<file path="src/rtl/prpg_pkg.sv">
// Shared types for the PRPG engine: instruction opcodes, controller states and
// LFSR feedback modes.
package prpg_pkg;

  typedef enum logic [3:0] {
    OP_HALT      = 4'd0,
    OP_CONFIG    = 4'd1,
    OP_INIT      = 4'd2,
    OP_RUN       = 4'd3,
    OP_INIT_ADDR = 4'd4,
    OP_ST_P      = 4'd5,
    OP_ADD_ADDR  = 4'd6,
    OP_LD_P      = 4'd7,
    OP_ST_HD     = 4'd8,
    OP_MODE      = 4'd9
  } opcode_e;

  typedef enum logic [1:0] {
    ST_IDLE = 2'd0,
    ST_EXEC = 2'd1,
    ST_RUN  = 2'd2,
    ST_HALT = 2'd3
  } state_e;

  typedef enum logic {
    MODE_GALOIS    = 1'b0,
    MODE_FIBONACCI = 1'b1
  } mode_e;

endpackage

</file>
<file path="src/rtl/prpg_step.sv">
// One LFSR step (Galois or Fibonacci) of pattern P under tap mask, plus the
// Hamming distance between the current and next pattern.
module prpg_step
  import prpg_pkg::*;
#(
  parameter int W = 8
) (
  input  logic [0:W-1]           P,
  input  logic [W-2:0]           tap,
  input  mode_e                  mode,
  output logic [0:W-1]           P_next,
  output logic [$clog2(W+1)-1:0] hd
);

  localparam int HW = $clog2(W+1);

  logic         w_fb;
  logic [0:W-1] w_diff;

  always_comb begin
    // NOTE: blocking assignments in combinational logic; w_fb is a running XOR
    // that must see its own update within the same evaluation.
    P_next = '0;
    w_fb   = P[W-1];
    if (mode == MODE_GALOIS) begin
      P_next[0] = P[W-1];
      for (int i = 1; i < W; i++) begin
        P_next[i] = P[i-1] ^ (tap[W-1-i] & P[W-1]);
      end
    end else begin
      for (int i = 1; i < W; i++) begin
        w_fb      = w_fb ^ (tap[W-1-i] & P[i-1]);
        P_next[i] = P[i-1];
      end
      P_next[0] = w_fb;
    end
  end

  assign w_diff = P ^ P_next;

  always_comb begin
    hd = '0;
    for (int i = 0; i < W; i++) begin
      hd = hd + HW'(w_diff[i]);
    end
  end

endmodule

</file>
<file path="src/rtl/prpg_engine.sv">
// Programmable pseudo-random pattern generator: a tiny instruction sequencer
// driving an LFSR pattern register and a small scratch memory.
module prpg_engine
  import prpg_pkg::*;
#(
  parameter int W   = 8,
  parameter int AW  = 8,
  parameter int PCW = 6
) (
  input  logic                   clk,
  input  logic                   rst_n,
  input  logic                   start,
  input  logic [W+3:0]           instr,
  output logic [PCW-1:0]         pc,
  output logic [0:W-1]           P,
  output logic [0:W-1]           P_next,
  output logic [$clog2(W+1)-1:0] hd,
  output logic                   busy,
  output logic                   halted
);

  localparam int HW = $clog2(W+1);

  state_e         r_state, w_state_nxt;
  logic [PCW-1:0] r_pc, w_pc_nxt;
  logic [0:W-1]   r_p, w_p_nxt;
  logic [W-2:0]   r_tap, w_tap_nxt;
  mode_e          r_mode, w_mode_nxt;
  logic [AW-1:0]  r_addr, w_addr_nxt;
  logic [W-1:0]   r_cnt, w_cnt_nxt;
  logic [W-1:0]   r_mem [0:2**AW-1];

  logic           w_mem_we;
  logic [W-1:0]   w_mem_wdata;
  logic [3:0]     w_opcode;
  logic [W-1:0]   w_operand;
  logic [0:W-1]   w_p_step;
  logic [HW-1:0]  w_hd;

  prpg_step #(.W(W)) u_step (
    .P      (r_p),
    .tap    (r_tap),
    .mode   (r_mode),
    .P_next (w_p_step),
    .hd     (w_hd)
  );

  assign w_opcode  = instr[W+3:W];
  assign w_operand = instr[W-1:0];

  always_comb begin
    w_state_nxt = r_state;
    w_pc_nxt    = r_pc;
    w_p_nxt     = r_p;
    w_tap_nxt   = r_tap;
    w_mode_nxt  = r_mode;
    w_addr_nxt  = r_addr;
    w_cnt_nxt   = r_cnt;
    w_mem_we    = 1'b0;
    w_mem_wdata = '0;
    busy        = (r_state == ST_EXEC) || (r_state == ST_RUN);
    halted      = (r_state == ST_HALT);

    case (r_state)
      ST_IDLE, ST_HALT: begin
        if (start) begin
          w_state_nxt = ST_EXEC;
          w_pc_nxt    = '0;
        end
      end
      ST_EXEC: begin
        w_pc_nxt = r_pc + PCW'(1);
        case (w_opcode)
          OP_HALT:      w_state_nxt = ST_HALT;
          OP_CONFIG:    w_tap_nxt   = w_operand[W-2:0];
          OP_INIT:      w_p_nxt     = w_operand;
          OP_RUN: begin
            // The decode cycle is step 1; r_cnt holds the steps still owed.
            w_p_nxt = w_p_step;
            if (w_operand > W'(1)) begin
              w_cnt_nxt   = w_operand - W'(1);
              w_state_nxt = ST_RUN;
              w_pc_nxt    = r_pc;
            end
          end
          OP_INIT_ADDR: w_addr_nxt  = w_operand[AW-1:0];
          OP_ST_P: begin
            w_mem_we    = 1'b1;
            w_mem_wdata = r_p;
          end
          OP_ADD_ADDR:  w_addr_nxt  = r_addr + w_operand[AW-1:0];
          OP_LD_P:      w_p_nxt     = r_mem[r_addr];
          OP_ST_HD: begin
            w_mem_we    = 1'b1;
            w_mem_wdata = W'(w_hd);
          end
          OP_MODE:      w_mode_nxt  = mode_e'(w_operand[0]);
          default: ;
        endcase
      end
      ST_RUN: begin
        w_p_nxt   = w_p_step;
        w_cnt_nxt = r_cnt - W'(1);
        if (r_cnt == W'(1)) begin
          w_state_nxt = ST_EXEC;
          w_pc_nxt    = r_pc + PCW'(1);
        end
      end
      default: w_state_nxt = ST_IDLE;
    endcase
  end

  always_ff @(posedge clk or negedge rst_n) begin
    if (!rst_n) begin
      r_state <= ST_IDLE;
      r_pc    <= '0;
      r_p     <= '0;
      r_tap   <= '0;
      r_mode  <= MODE_GALOIS;
      r_addr  <= '0;
      r_cnt   <= '0;
    end else begin
      r_state <= w_state_nxt;
      r_pc    <= w_pc_nxt;
      r_p     <= w_p_nxt;
      r_tap   <= w_tap_nxt;
      r_mode  <= w_mode_nxt;
      r_addr  <= w_addr_nxt;
      r_cnt   <= w_cnt_nxt;
    end
  end

  // NOTE: the scratch memory has no reset so it can map onto plain RAM; the
  // asynchronous read makes a write visible to a load on the very next cycle.
  always_ff @(posedge clk) begin
    if (w_mem_we) begin
      r_mem[r_addr] <= w_mem_wdata;
    end
  end

  assign pc     = r_pc;
  assign P      = r_p;
  assign P_next = w_p_step;
  assign hd     = w_hd;

endmodule

</file>
<file path="config.mk">
export PLATFORM = sky130hd
export DESIGN_NAME = prpg_engine
export DESIGN_NICKNAME = d
export VERILOG_FILES = /design/src/rtl/prpg_pkg.sv /design/src/rtl/prpg_step.sv /design/src/rtl/prpg_engine.sv
export SDC_FILE = /design/constraint.sdc
export NUM_CORES = 2
export LEC_CHECK = 0
export CORE_MARGIN = 2
export CORE_UTILIZATION = 50
export DETAILED_ROUTE_END_ITERATION = 10
export PLACE_DENSITY = 0.65
export SLEW_MARGIN = 0
export SYNTH_ARGS = -nofsm -noshare
export SYNTH_HDL_FRONTEND = slang
export SYNTH_SLANG_ARGS = --single-unit
</file>
<file path="constraint.sdc">
create_clock -name clk -period 18.17 [get_ports clk]
set_clock_uncertainty 0.1 [all_clocks]
set_input_delay 4.5425 -clock clk [delete_from_list [all_inputs] [get_ports clk]]
set_output_delay 4.5425 -clock clk [all_outputs]
set_load 0.02 [all_outputs]
</file>
Word level (Yosys, flattened, before mapping)
Memories as Yosys holds them, arrays and structs flattened.
Index checks and enable logic that the tools add are counted.
W data, S select, Z words.
{"block": "word_totals", "n_memories": 1, "ramBits": 2048, "regBits": 40, "in_bits": 15, "elab_cells": 107, "out_inout_bits": 28}
{"name": "r_mem", "depth": 256, "width": 8, "rd": 1, "rd_ports_with_merged_regs": 0, "write_ports": 1, "line": "prpg_engine.sv:31", "source": "logic [W-1:0] r_mem [0:2**AW-1];"}
{"block": "classes", "eq_ne": 21, "n_mux": 23, "magnitude_cmp": 1, "addsub": 11, "n_bitwise": 29, "reduce_logical": 14}
{"cell": "$pmux W8 S2", "count": 4}
{"cell": "$mux W8", "count": 4}
{"cell": "$add A4 B1 Y4", "count": 6}
{"cell": "$mux W6", "count": 4}
{"cell": "$pmux W8 S3", "count": 1}
{"cell": "$pmux W6 S3", "count": 1}
{"cell": "$eq A4 B3 Y1 const B", "count": 4}
{"cell": "$sub A8 B1 Y8 const B", "count": 2}
{"cell": "$and A1 B1 Y1", "count": 14}
{"cell": "$xor A1 B1 Y1", "count": 14}
{"cell": "$add A8 B8 Y8", "count": 1}
{"cell": "$eq A4 B2 Y1 const B", "count": 2}
{"cell": "$eq A4 B4 Y1 const B", "count": 2}
{"cell": "$eq A8 B1 Y1 const B", "count": 1}
{"cell": "$gt A8 B1 Y1 const B", "count": 1}
{"cell": "$reduce_and A2 Y1", "count": 4}
{"cell": "$xor A8 B8 Y8", "count": 1}
{"cell": "$add A6 B1 Y6 const B", "count": 1}
{"cell": "$mux W2", "count": 3}
{"cell": "$ne A2 B1 Y1 const B", "count": 3}
{"cell": "$ne A3 B3 Y1 const B", "count": 2}
{"cell": "$pmux W2 S3", "count": 1}
{"cell": "$reduce_and A3 Y1", "count": 2}
{"cell": "$eq A2 B2 Y1 const B", "count": 2}
{"cell": "14 further kinds", "count": 19}

Logic depth before layout (Yosys ltp)
{"block": "logic_depth", "depth_word": 19, "mapped_depth": 17, "mapped_depth_nobuf": 16}

By module
Synthesis repeated with hierarchy kept, for this count alone.
{"block": "hier_totals", "cells_unflattened": 4144, "area_unflattened_um2": 83259.9}
{"module": "prpg_engine", "seq_area_each_um2": 62499.9, "n_inst": 1, "cells_each": 4091, "area_per_inst_um2": 82820.7}
{"module": "prpg_step", "seq_area_each_um2": 0.0, "n_inst": 1, "cells_each": 53, "area_per_inst_um2": 439.2}

Least setup slack after synthesis
No wires, ideal clock.
{"block": "synth_timing", "path_type": "input -> register", "startpoint": "input instr[10]", "endpoint": "memory r_mem[0][0] (data pin)", "path_buffers": 1, "t_arrival_ns": 11.562, "setup_ns": 1.451, "required_ns": 16.619, "path_stages": 5, "slack_ns": 5.057, "path_cell_list": "nor2b_1 > and3b_1 > clkbuf_1 > a22oi_1 > nor2b_1"}
{"block": "synth_between", "elab_chain_len": 3, "elab_cells_between_ends": 4, "classes_between": "eq/ne (2); mux (2)"}
{"item": "start, declared", "line": "prpg_engine.sv:13", "source": "input logic [W+3:0] instr,"}
{"item": "$eq A4 B4 Y1 or $eq A4 B3 Y1 (tied branches)", "line": "prpg_engine.sv:73", "source": "case (w_opcode)"}
{"item": "$pmux W8 S2 *", "line": "prpg_engine.sv:73"}
{"item": "$mux W8 *", "line": "prpg_engine.sv:64", "source": "case (r_state)"}
{"item": "net w_mem_wdata[0]", "line": "prpg_engine.sv:34", "source": "logic [W-1:0] w_mem_wdata;"}
{"item": "end, declared", "line": "prpg_engine.sv:31"}
Mark *: on every way through the listed nets, which the timed path passes. The rest lies on a longest branch.

Worst setup path after layout
{"block": "layout_timing", "startpoint": "register r_p, in the netlist P[6]", "endpoint": "output hd[2]"}
{"block": "layout_between", "elab_chain_len": 11, "elab_cells_between_ends": 12, "classes_between": "add/sub (7); mux (1); bitwise (4)"}
{"item": "start, declared", "line": "prpg_engine.sv:26", "source": "logic [0:W-1] r_p, w_p_nxt;"}
{"item": "start signal, assigned", "line": "prpg_engine.sv:125", "source": "r_p <= w_p_nxt;"}
{"item": "$and A1 B1 Y1", "line": "prpg_step.sv:32", "source": "w_fb = w_fb ^ (tap[W-1-i] & P[i-1]);"}
{"item": "$xor A1 B1 Y1", "line": "prpg_step.sv:32"}
{"item": "$mux W8", "line": "prpg_step.sv:25", "source": "if (mode == MODE_GALOIS) begin"}
{"item": "$xor A8 B8 Y8 *", "line": "prpg_step.sv:39", "source": "assign w_diff = P ^ P_next;"}
{"item": "$add A1 B1 Y2", "line": "prpg_step.sv:44", "source": "hd = hd + HW'(w_diff[i]);"}
{"item": "$add A4 B1 Y4 (5 in a row)", "line": "prpg_step.sv:44"}
{"item": "$add A4 B1 Y4 *", "line": "prpg_step.sv:44"}
{"item": "end, declared", "line": "prpg_engine.sv:17", "source": "output logic [$clog2(W+1)-1:0] hd,"}
Mark *: on every way between the ends. The rest lies on a longest branch, timed or not.

==> flow_summary_export.csv <==
group,metric,value,unit
global_routing,grt_max_degree,220,
synth,synthAdderAreaFrac,0.00392,
sta,fmaxAchievable,95.5,MHz
sta,slew-limit-headroom,-0.0368,
sta,slew_viol_final,2,
place,pre_cts_slack,8.61,ns
global_routing,grt_pass1_wl,320000,microns
sta,period_needed,10.47,ns
synth,synthArstFlopShare,0.0192,
synth,synth_ff_type,"edfxtp_1",
clock_network,path_clk_slew,0.06,ns
setup_path,end_kind,"output pin",
sta,setup_slack,7.70,ns
layout,drive_gt1_frac,0.211,
pwr,powerDensity,158,nW/um^2
place,place_area,85700,sq um
synth,synth_mux_area_frac,0.153,
drt,wl_met2,107000,microns
clock_network,cts_buffers,201,
place,gp_congestion,0.926,
clock_network,cts_tree,"yes",
drt,ant_nets,0,
layout,fin_util,0.560,
global_routing,grt_pass1_vias,42300,
drt,avgViaCountPerCell,6.51,
sta,grt_setup_unrepaired,"no",
drt,wire_per_inst,34.4,microns
layout,fillerInstances,12300,
synth,synth_compound_area_frac,0.0306,
global_routing,grt-ovfl-total,0,
synth,ys_ff_latch,2088,
global_routing,antenna_found_initial,10,
sta,fin_hold_ws,0.427,ns
floorplan,die_area,169000,sq um
layout,design_area,92400,sq um
synth,synth-xor-area-share,0.00340,
drt,drt_iter0_drc,6131,
floorplan,num_rows,149,
sta,report.final.hold_viol_count,0,
setup_path,required,13.53,ns
setup_path,worstPathMaxFanout,7,
drt,first_pass_iters,8,
pwr,power.leakage,29.2,nW
clock_network,ctsResizeCount,0,
sta,setup_viol,0,
floorplan,die_h,411,microns
clock_network,clkSinkCount,2088,
layout,syn2layout_area_growth,11.4,%
layout,mostFrequentLayoutCells,"edfxtp_1, mux4_2, nor2_1",
drt,met3_length,24400,microns
synth,synth.avg_cell_area,20.0,sq um
synth,seq_area_frac_synth,0.754,
layout,final_common_cell,"edfxtp_1",
floorplan,die_w,411,microns
drt,met1Wirelength,86100,microns
floorplan,start_util,0.503,
drt,vias,43000,
drt,wl,227000,microns
layout,nNetsFinal,4273,
synth,ys_warn_count,0,
synth,synthSimpleGateAreaFrac,0.0381,
synth,synth.distinct_cells,78,
clock_network,clk_latency,0.86,ns
synth,syn_inst,4135,
synth,synth-edff-count,2048,
setup_path,worst_ep_arrival_time,5.83,ns
flow_run,max_cap_violations,2,
synth,synth_top_family_by_area,"multiplexers",
setup_path,startpoint_type,"flip-flop",
floorplan,core,165000,sq um
floorplan,pin_count,43,
clock_network,ctsRootBufferMaster,"clkbuf_16",
place,place.port_buffers,42,
status,violations,"capacitance limit, slew limit",
global_routing,track_usage,0.269,
pwr,worst_ir_drop_vdd,0.777,mV
drt,top_layer,"met5",
setup_path,critPathKind,"reg -> out",
clock_network,cts_setup_buffers,0,
sta,finalSetupTns,0,ns
sta,finalCritPeriodShare,0.576,
clock_network,hold_buffers,0,
synth,synthesis.nets,4173,
sta,worst_slew_pin_slew,1.52,ns
place,place_hpwl,139000,microns
clock_network,htreeDepth,4,
clock_network,clockBufferDepth,3,
synth,netlist_area,82900,sq um
drt,drc,0,
status,status,"finished, violations left",
worst_hold_path,min_path_type,"reg -> reg",
-- registers in the layout, indices dropped and copies added, names as in the netlist --
register  flops
P             8
pc            6
r_addr        8
r_cnt         8
r_mem      2048
r_mode        1
r_state       2
r_tap         7
-- critical path, stage by stage, from the launching register on --
cell             delay, ns
dfrtp_1               0.49
nand2_1               0.13
xnor3_1               0.36
xnor3_1               0.42
nand2_1               0.08
xnor2_1               0.30
xor2_1                0.12
ha_1                  0.29
inv_1                 0.05
fa_1                  0.47
inv_1                 0.05
fa_1                  0.45
fa_1                  0.42
fa_1                  0.45
xor2_1                0.23
clkdlybuf4s50_1       0.64
-- cell type report --
cell class,instances,area (sq um),area share
Antenna cell,2,5.00,0.0000542
Clock buffer,253,5250,0.0568
Inverter,26,103,0.00111
Multi-Input combinational cell,1775,19100,0.206
Sequential cell,2088,62500,0.677
Tap cell,2189,2740,0.0297
Timing Repair Buffer,143,1250,0.0135
Clock inverter,121,1440,0.0156
-- cell usage after synthesis, drive strengths merged (13+ instances only) --
master | count | area [sq um]
edfxtp | 2048 | 61500
mux4 | 480 | 10800
nor2 | 322 | 1210
nand2 | 158 | 593
mux2i | 153 | 1530
buf | 140 | 930
clkbuf | 106 | 398
o21ai | 69 | 345
a22oi | 64 | 480
a21oi | 62 | 310
nand3 | 41 | 205
dfrtp | 40 | 1000
o22ai | 40 | 250
nor3 | 32 | 160
mux2 | 29 | 327
inv | 26 | 97.6
a22o | 22 | 193
nor2b | 20 | 125
a221oi | 18 | 158
ha | 18 | 225
xor2 | 16 | 140
nand2b | 13 | 81.3
nand4 | 13 | 81.3
-- report_power, final --
part / switching (mW) / internal, mW / total, mW
logic: 2.90 / 1.72 / 4.62
clock network: 1.82 / 2.43 / 4.25
registers: 0.148 / 5.55 / 5.70
total: 4.87 / 9.70 / 14.6
-- cells by family (layout without fill, tap and decap cells) --
kind of cell	Yosys count	after routing
AO/OA/AOI/OAI	372	372
flip-flops	2088	2088
buffers and inverters	272	543
other	0	2
adder cells (fa/ha/maj)	23	23
AND/OR/NAND/NOR	689	689
multiplexers	662	662
XOR/XNOR	29	29
-- path summary, 6_finish.rpt --
path                                           to  slack (ns)            startpoint  depth (start not counted)
max in group asynchronous   r_addr[2]$_DFFE_PN0P_       13.48                 rst_n                          1
setup reg to reg           r_mem[92][2]$_DFFE_PP_       11.06      P[6]$_DFFE_PN0P_                         17
setup / recovery                            hd[2]        7.70      P[6]$_DFFE_PN0P_                         15
hold / removal               r_tap[1]$_DFFE_PN0P_        0.43  r_tap[1]$_DFFE_PN0P_                          2
hold reg to reg              r_tap[1]$_DFFE_PN0P_        0.43  r_tap[1]$_DFFE_PN0P_                          2
min in group asynchronous    r_cnt[7]$_DFFE_PN0P_        3.75                 rst_n                          1
-- layer usage --
layer  global-route usage  vias up
li1                     -    17300
met5                    0        -
met2                0.418     2606
met1                0.371    22700
met3               0.0669      434
met4                0.106        2
-- stage by stage --
stage                     total power [mW]  instances
after floorplan                       8.67       4135
after global placement                10.4       6221
after detailed placement              10.4       6221
after CTS                             14.6       6595
after global routing                  15.0       6595
final                                 14.6       6597
(Power assumes the default switching activity.)
